[config.mk]
export PLATFORM = sky130hd
export DESIGN_NAME = sat_counter
export DESIGN_NICKNAME = d
export VERILOG_FILES = /design/src/rtl/sat_counter.sv
export SDC_FILE = /design/constraint.sdc
export NUM_CORES = 1
export LEC_CHECK = 0
export ABC_AREA = 1
export CAP_MARGIN = 25
export CORE_UTILIZATION = 40
export CTS_BUF_LIST = sky130_fd_sc_hd__clkbuf_4 sky130_fd_sc_hd__clkbuf_8
export DETAILED_ROUTE_END_ITERATION = 10
export GPL_TIMING_DRIVEN = 0
export PLACE_DENSITY = 0.73
export SLEW_MARGIN = 20
export SYNTH_ARGS = -nofsm -noshare
export SYNTH_HDL_FRONTEND = slang
export SYNTH_SLANG_ARGS = --single-unit
[constraint.sdc]
create_clock -name clk -period 2.45 [get_ports clk]
set_input_delay 0.3675 -clock clk [delete_from_list [all_inputs] [get_ports clk]]
set_output_delay 0.3675 -clock clk [all_outputs]
set_load 0.01 [all_outputs]
[src/rtl/sat_counter.sv]
// Saturating up-counter with synchronous clear; a coincident increment wins over clear.
module sat_counter #(
   parameter int CNT_W = 8
) (
   input  logic             clk,
   input  logic             rst_n,
   input  logic             inc,
   input  logic             clr,
   output logic [CNT_W-1:0] count
);

   logic [CNT_W-1:0] r_count;

   // Count events, stick at all-ones, clear to 0 (or 1 if an event lands on the clear).
   always_ff @(posedge clk or negedge rst_n) begin
      if (!rst_n) begin
         r_count <= '0;
      end else if (clr) begin
         r_count <= inc ? CNT_W'(1) : '0;
      end else if (inc && (r_count != '1)) begin
         r_count <= r_count + 1'b1;
      end
   end

   assign count = r_count;

endmodule

==> impl_metrics.json, run 1 <==
{
  "vias_per_cell": 5.062,
  "period_share_pct": 66.30,
  "syn_to_final_growth_pct": 28.92,
  "fin_total_pwr_mw": 0.2880,
  "clkSinkCount": 8,
  "start_kind": "flip-flop",
  "start_util_pct": 44.91,
  "clk_latency_ns": 0.25,
  "first_global_vias": 449,
  "dr_total_vias": 491,
  "crit_buf_inv": 1,
  "track_usage_pct": 18.60,
  "ctsRootBufferMaster": "clkbuf_4",
  "cts_buffers": 3,
  "yosys.area.top_type_share_pct": 38.55,
  "yosys.cell_types.count": 18,
  "drtAntennaViolNets": 0,
  "p_leak_nw": 0.3330,
  "yosys.area.top_type": "dfrtp_1",
  "rows": 12,
  "finalNonFillerCells": 97,
  "cts_resized": 0,
  "cpPeakStageDelay_ns": 0.57,
  "avgSynthCellArea_sq_um": 7.525,
  "numPortBuffers": 11,
  "synth_area_leaders": "dfrtp_1, nand2_1, nand3_1",
  "core_sq_mm": 0.001156,
  "yosysSeqAreaShare_pct": 38.55,
  "worstPathCellList": "clkdlybuf4s50_1",
  "gp_congestion": 0.7354,
  "status": "finished clean",
  "yosysMostFrequentCell": "nand2_1",
  "synth_nets": 74,
  "chipWidth_um": 38.03,
  "placed_area_sq_um": 646.9,
  "grt-ovfl-total": 0,
  "slew_headroom_pct": 74.17,
  "clock_path_buffers": 2,
  "fin_nets": 90,
  "cap_violations": 0,
  "rsz0062_at_grt": "no",
  "postLayoutCellArea_sq_um": 669.4,
  "critPathCaptureType": "output pin",
  "min_path_type": "in -> async",
  "grt_pass1_wl_mm": 1.828,
  "dieArea_sq_mm": 0.001446,
  "dpl.cell_count": 94,
  "path_clk_slew_ns": 0.06,
  "drt-total-wl_mm": 1.091,
  "pre_cts_ws_ns": 0.8482,
  "ys_top_cells_by_count": "nand2_1, nand3_1, dfrtp_1, inv_1, nor2_1",
  "cts_hold_buf": 0,
  "postCtsSetupBuffers": 0,
  "cp.required_ns": 2.08,
  "antenna_found_initial": 0,
  "largest_reg_flops": 8,
  "synth_edf_count": 0,
  "grt_max_degree": 11,
  "powerDensity_mw_per_mm2": 430.2,
  "die_h_um": 38.03,
  "io_pins": 12,
  "hpwl_um": 805.8,
  "crit_family": "buffers and inverters",
  "vdd_drop_max_v": 0.0002763,
  "worstMarginPinSlew_ns": 0.3862,
  "post_drt_wl_per_cell_um": 11.25,
  "critPathMaxFanout": 5,
  "cp_slowest_cell": "clkdlybuf4s50_1",
  "synth-main-ff-cell": "dfrtp_1",
  "finClkSkew_ns": 0.002657,
  "htreeDepth": 1,
  "criticalPathCategory": "reg -> out",
  "synth_area_sq_um": 519.2,
  "setup_ws_ns": 0.8256,
  "hold_viol_final": 0,
  "final_max_slew_viol_count": 0,
  "async_flop_share_pct": 100.0,
  "drive_above_1_share_pct": 14.46,
  "antenna_cells": 0,
  "fin_setup_tns_ns": 0,
  "syn-instance-count": 69,
  "finalSetupViolations": 0,
  "ys_ff_latch": 8,
  "cts_tree": "built",
  "synth_warnings": 0,
  "drt_iter0_drc": 9,
  "clock.fmax_mhz": 615.6,
  "drc_errors": 0,
  "dr.pass1.iters": 4,
  "fillCellCount": 111,
  "worst_ep_arrival_time_ns": 1.26,
  "fin_crit_ns": 1.624
}
-- power by group --
part	internal [mW]	switching, mW	total (mW)
clock network	0.0562	0.0473	0.104
registers	0.137	0.00531	0.142
logic	0.0198	0.0224	0.0422
total	0.213	0.0750	0.288
-- through the flow --
stage | utilization, % | hold slack, ns
final | 57.90 | 0.3979
after global routing | 57.90 | 0.4127
after CTS | 57.90 | 0.4112
after detailed placement | 55.95 | 0.5491
after global placement | 55.95 | 0.5435
after floorplan | - | 0.07191
-- cell type report --
type | count | area [sq um] | share of cell area [%]
flip-flops and latches | 8 | 200.2 | 29.91
well taps | 14 | 17.52 | 2.617
repair buffers | 11 | 110.1 | 16.45
multi-input cells | 52 | 285.3 | 42.62
clock buffers | 3 | 22.52 | 3.364
inverters | 9 | 33.78 | 5.047
-- worst paths after layout --
kind                           from        to  slack, ns  cells past startpoint
max in group asynchronous     rst_n  count[4]       1.78                      1
min reg2reg                count[2]  count[2]       0.57                      2
min in group clk           count[2]  count[2]       0.57                      2
max                        count[3]  count[3]       0.83                      1
min                           rst_n  count[7]       0.40                      1
max reg2reg                count[0]  count[7]       1.02                      6
-- metal layers --
metal / part of all wire [%] / track usage (%) / up-vias
met2: 45 / 26.27 / 13
met4: 0.92 / 8.036 / 0
li1: - / - / 254
met5: 0 / 0 / -
met1: 49 / 25.99 / 222
met3: 4.9 / 5.233 / 2
-- placed cells by master (no fill, tap or decap), drive strengths merged --
| master | instances |
|---|---|
| nor3 | 1 |
| clkdlybuf4s50 | 11 |
| nand4 | 2 |
| ha | 1 |
| nand2 | 23 |
| dfrtp | 8 |
| nand3 | 10 |
| nor2 | 9 |
| clkinv | 1 |
| a21boi | 1 |
| clkbuf | 3 |
| a21oi | 2 |
| xor2 | 1 |
| inv | 8 |
| o21ai | 2 |
-- cell families after synthesis --
kind of cell | after synthesis | synth area share [%]
and+or+nand+nor | 45 | 44.09
buffers and inverters | 9 | 6.506
DFF | 8 | 38.55
AOI/OAI and AO/OA | 5 | 6.748
xor gates and xnor gates | 1 | 1.687
adders and majority gates | 1 | 2.409
Note: power is estimated with default switching activity, not from simulation.
==> run 2, diff against run 1 <==
Settings changed: PLACE_DENSITY 0.73 to 0.76.
Clock period 2.45 ns to 1.4 ns, I/O delays scaled along.
==> impl_metrics.json, run 2 (synthesized netlist as in run 1, its figures left out) <==
{
  "path_clk_slew_ns": 0.06,
  "multiInputGateArea_sq_um": 295.3,
  "worstMarginPinSlew_ns": 0.3901,
  "cpPeakStageDelay_ns": 0.38,
  "grt-ovfl-total": 0,
  "gp_congestion": 0.7746,
  "hold_viol_final": 0,
  "fillCellCount": 106,
  "cp_slowest_cell": "dfrtp_1",
  "critPathCaptureType": "flip-flop",
  "grt_pass1_wl_mm": 1.773,
  "antenna_found_initial": 0,
  "rows": 12,
  "cts_hold_buf": 0,
  "final_cell_mix": "nand2_1, nand3_1, inv_1, dfrtp_1, nor2_1",
  "dr_total_vias": 497,
  "chipWidth_um": 38.03,
  "finClkSkew_ns": 0.005097,
  "clkSinkCount": 8,
  "fin_crit_ns": 1.293,
  "io_pins": 12,
  "first_global_vias": 422,
  "p_leak_nw": 0.4109,
  "hpwl_um": 766.8,
  "drt_iter0_drc": 15,
  "start_kind": "flip-flop",
  "crit_family": "simple AND/OR/NAND/NOR gates",
  "clock.fmax_mhz": 773.3,
  "die_h_um": 38.03,
  "critPathMaxFanout": 8,
  "ctsRootBufferMaster": "clkbuf_4",
  "grt_max_degree": 11,
  "track_usage_pct": 17.90,
  "finalNonFillerCells": 98,
  "final_max_slew_viol_count": 0,
  "drc_errors": 0,
  "slew_headroom_pct": 73.91,
  "cap_violations": 0,
  "fin_nets": 91,
  "largest_reg_flops": 8,
  "worstPathCellList": "ha_2, nand2_2, nor2_4, nand2_4, nand2_8, nand2_2, nand2_1, nand2_1",
  "final-seq-area_sq_um": 201.4,
  "start_util_pct": 44.91,
  "syn_to_final_growth_pct": 32.77,
  "cts_tree": "built",
  "clk_latency_ns": 0.25,
  "min_path_type": "in -> async",
  "crit_buf_inv": 0,
  "drtAntennaViolNets": 0,
  "worst_ep_arrival_time_ns": 1.44,
  "dieArea_sq_mm": 0.001446,
  "worst_hold_slack_ns": 0.2422,
  "placed_area_sq_um": 646.9,
  "powerDensity_mw_per_mm2": 728.1,
  "dr.pass1.iters": 4,
  "clock_path_buffers": 2,
  "dpl.cell_count": 94,
  "finalSetupViolations": 0,
  "status": "finished clean",
  "period_share_pct": 92.37,
  "cts_buffers": 3,
  "layout_commonest_cell": "nand2_1",
  "criticalPathCategory": "reg -> reg",
  "drive_above_1_share_pct": 19.05,
  "numPortBuffers": 11,
  "fin_total_pwr_mw": 0.5020,
  "htreeDepth": 1,
  "antenna_cells": 0,
  "postLayoutCellArea_sq_um": 689.4,
  "drt-total-wl_mm": 1.060,
  "vdd_drop_max_v": 0.0005624,
  "fin_setup_tns_ns": 0,
  "post_drt_wl_per_cell_um": 10.82,
  "vias_per_cell": 5.071,
  "cp.required_ns": 1.55,
  "core_sq_mm": 0.001156
}
-- run 2: final timing paths --
check,endpoint,cells after the start,slack (ns),start
max,count[3],8,0.11,count[1]
min reg2reg,count[7],2,0.55,count[7]
max in group asynchronous,count[3],1,0.86,rst_n
min in group clk,count[7],2,0.55,count[7]
max reg2reg,count[3],8,0.11,count[1]
min,count[5],1,0.24,rst_n
-- run 2: cell type report --
| cell class | instances | area share, % |
|---|---|---|
| inverters | 9 | 4.900 |
| clock buffers | 3 | 3.267 |
| well taps | 14 | 2.541 |
| repair buffers | 12 | 17.24 |
| multi-input cells | 52 | 42.83 |
| flip-flops and latches | 8 | 29.22 |
-- run 2: what timing repair did --
action	in CTS	in global routing
endpoints found under the hold margin	0	0
gates resized for setup	6	6
setup buffers	1	0
pin swaps	1	1
setup endpoints to repair	6	11
-- run 2: layer usage --
| metal | vias to the layer above | wire, um | track usage (%) | part of all wire (%) |
|---|---|---|---|---|
| li1 | 258 | - | - | - |
| met1 | 221 | 546 | 25.93 | 52 |
| met2 | 14 | 447 | 24.15 | 42 |
| met3 | 4 | 51 | 3.488 | 4.8 |
| met4 | 0 | 14 | 10.71 | 1.3 |
| met5 | - | 0 | 0 | 0 |
-- run 2: worst register-to-register path, cell delays in order, from the launching register on --
cell	delay (ns)
dfrtp_1	0.38
ha_2	0.20
nand2_2	0.11
nor2_4	0.13
nand2_4	0.09
nand2_8	0.10
nand2_2	0.07
nand2_1	0.07
nand2_1	0.04
-- run 2: through the flow --
step                      setup WS, ns  util [%]
after global routing         -0.004408     59.63
after detailed placement      -0.04397     55.95
after floorplan                0.07616         -
after CTS                     0.001335     58.12
final                           0.1069     59.63
after global placement        -0.04075     55.95
-- run 2: report_power, final --
part           switching [mW]  internal, mW  leakage (nW)  total [mW]
clock                  0.0787        0.0981        0.0138       0.177
combinational          0.0433        0.0339         0.290      0.0772
sequential            0.00814         0.240         0.107       0.248
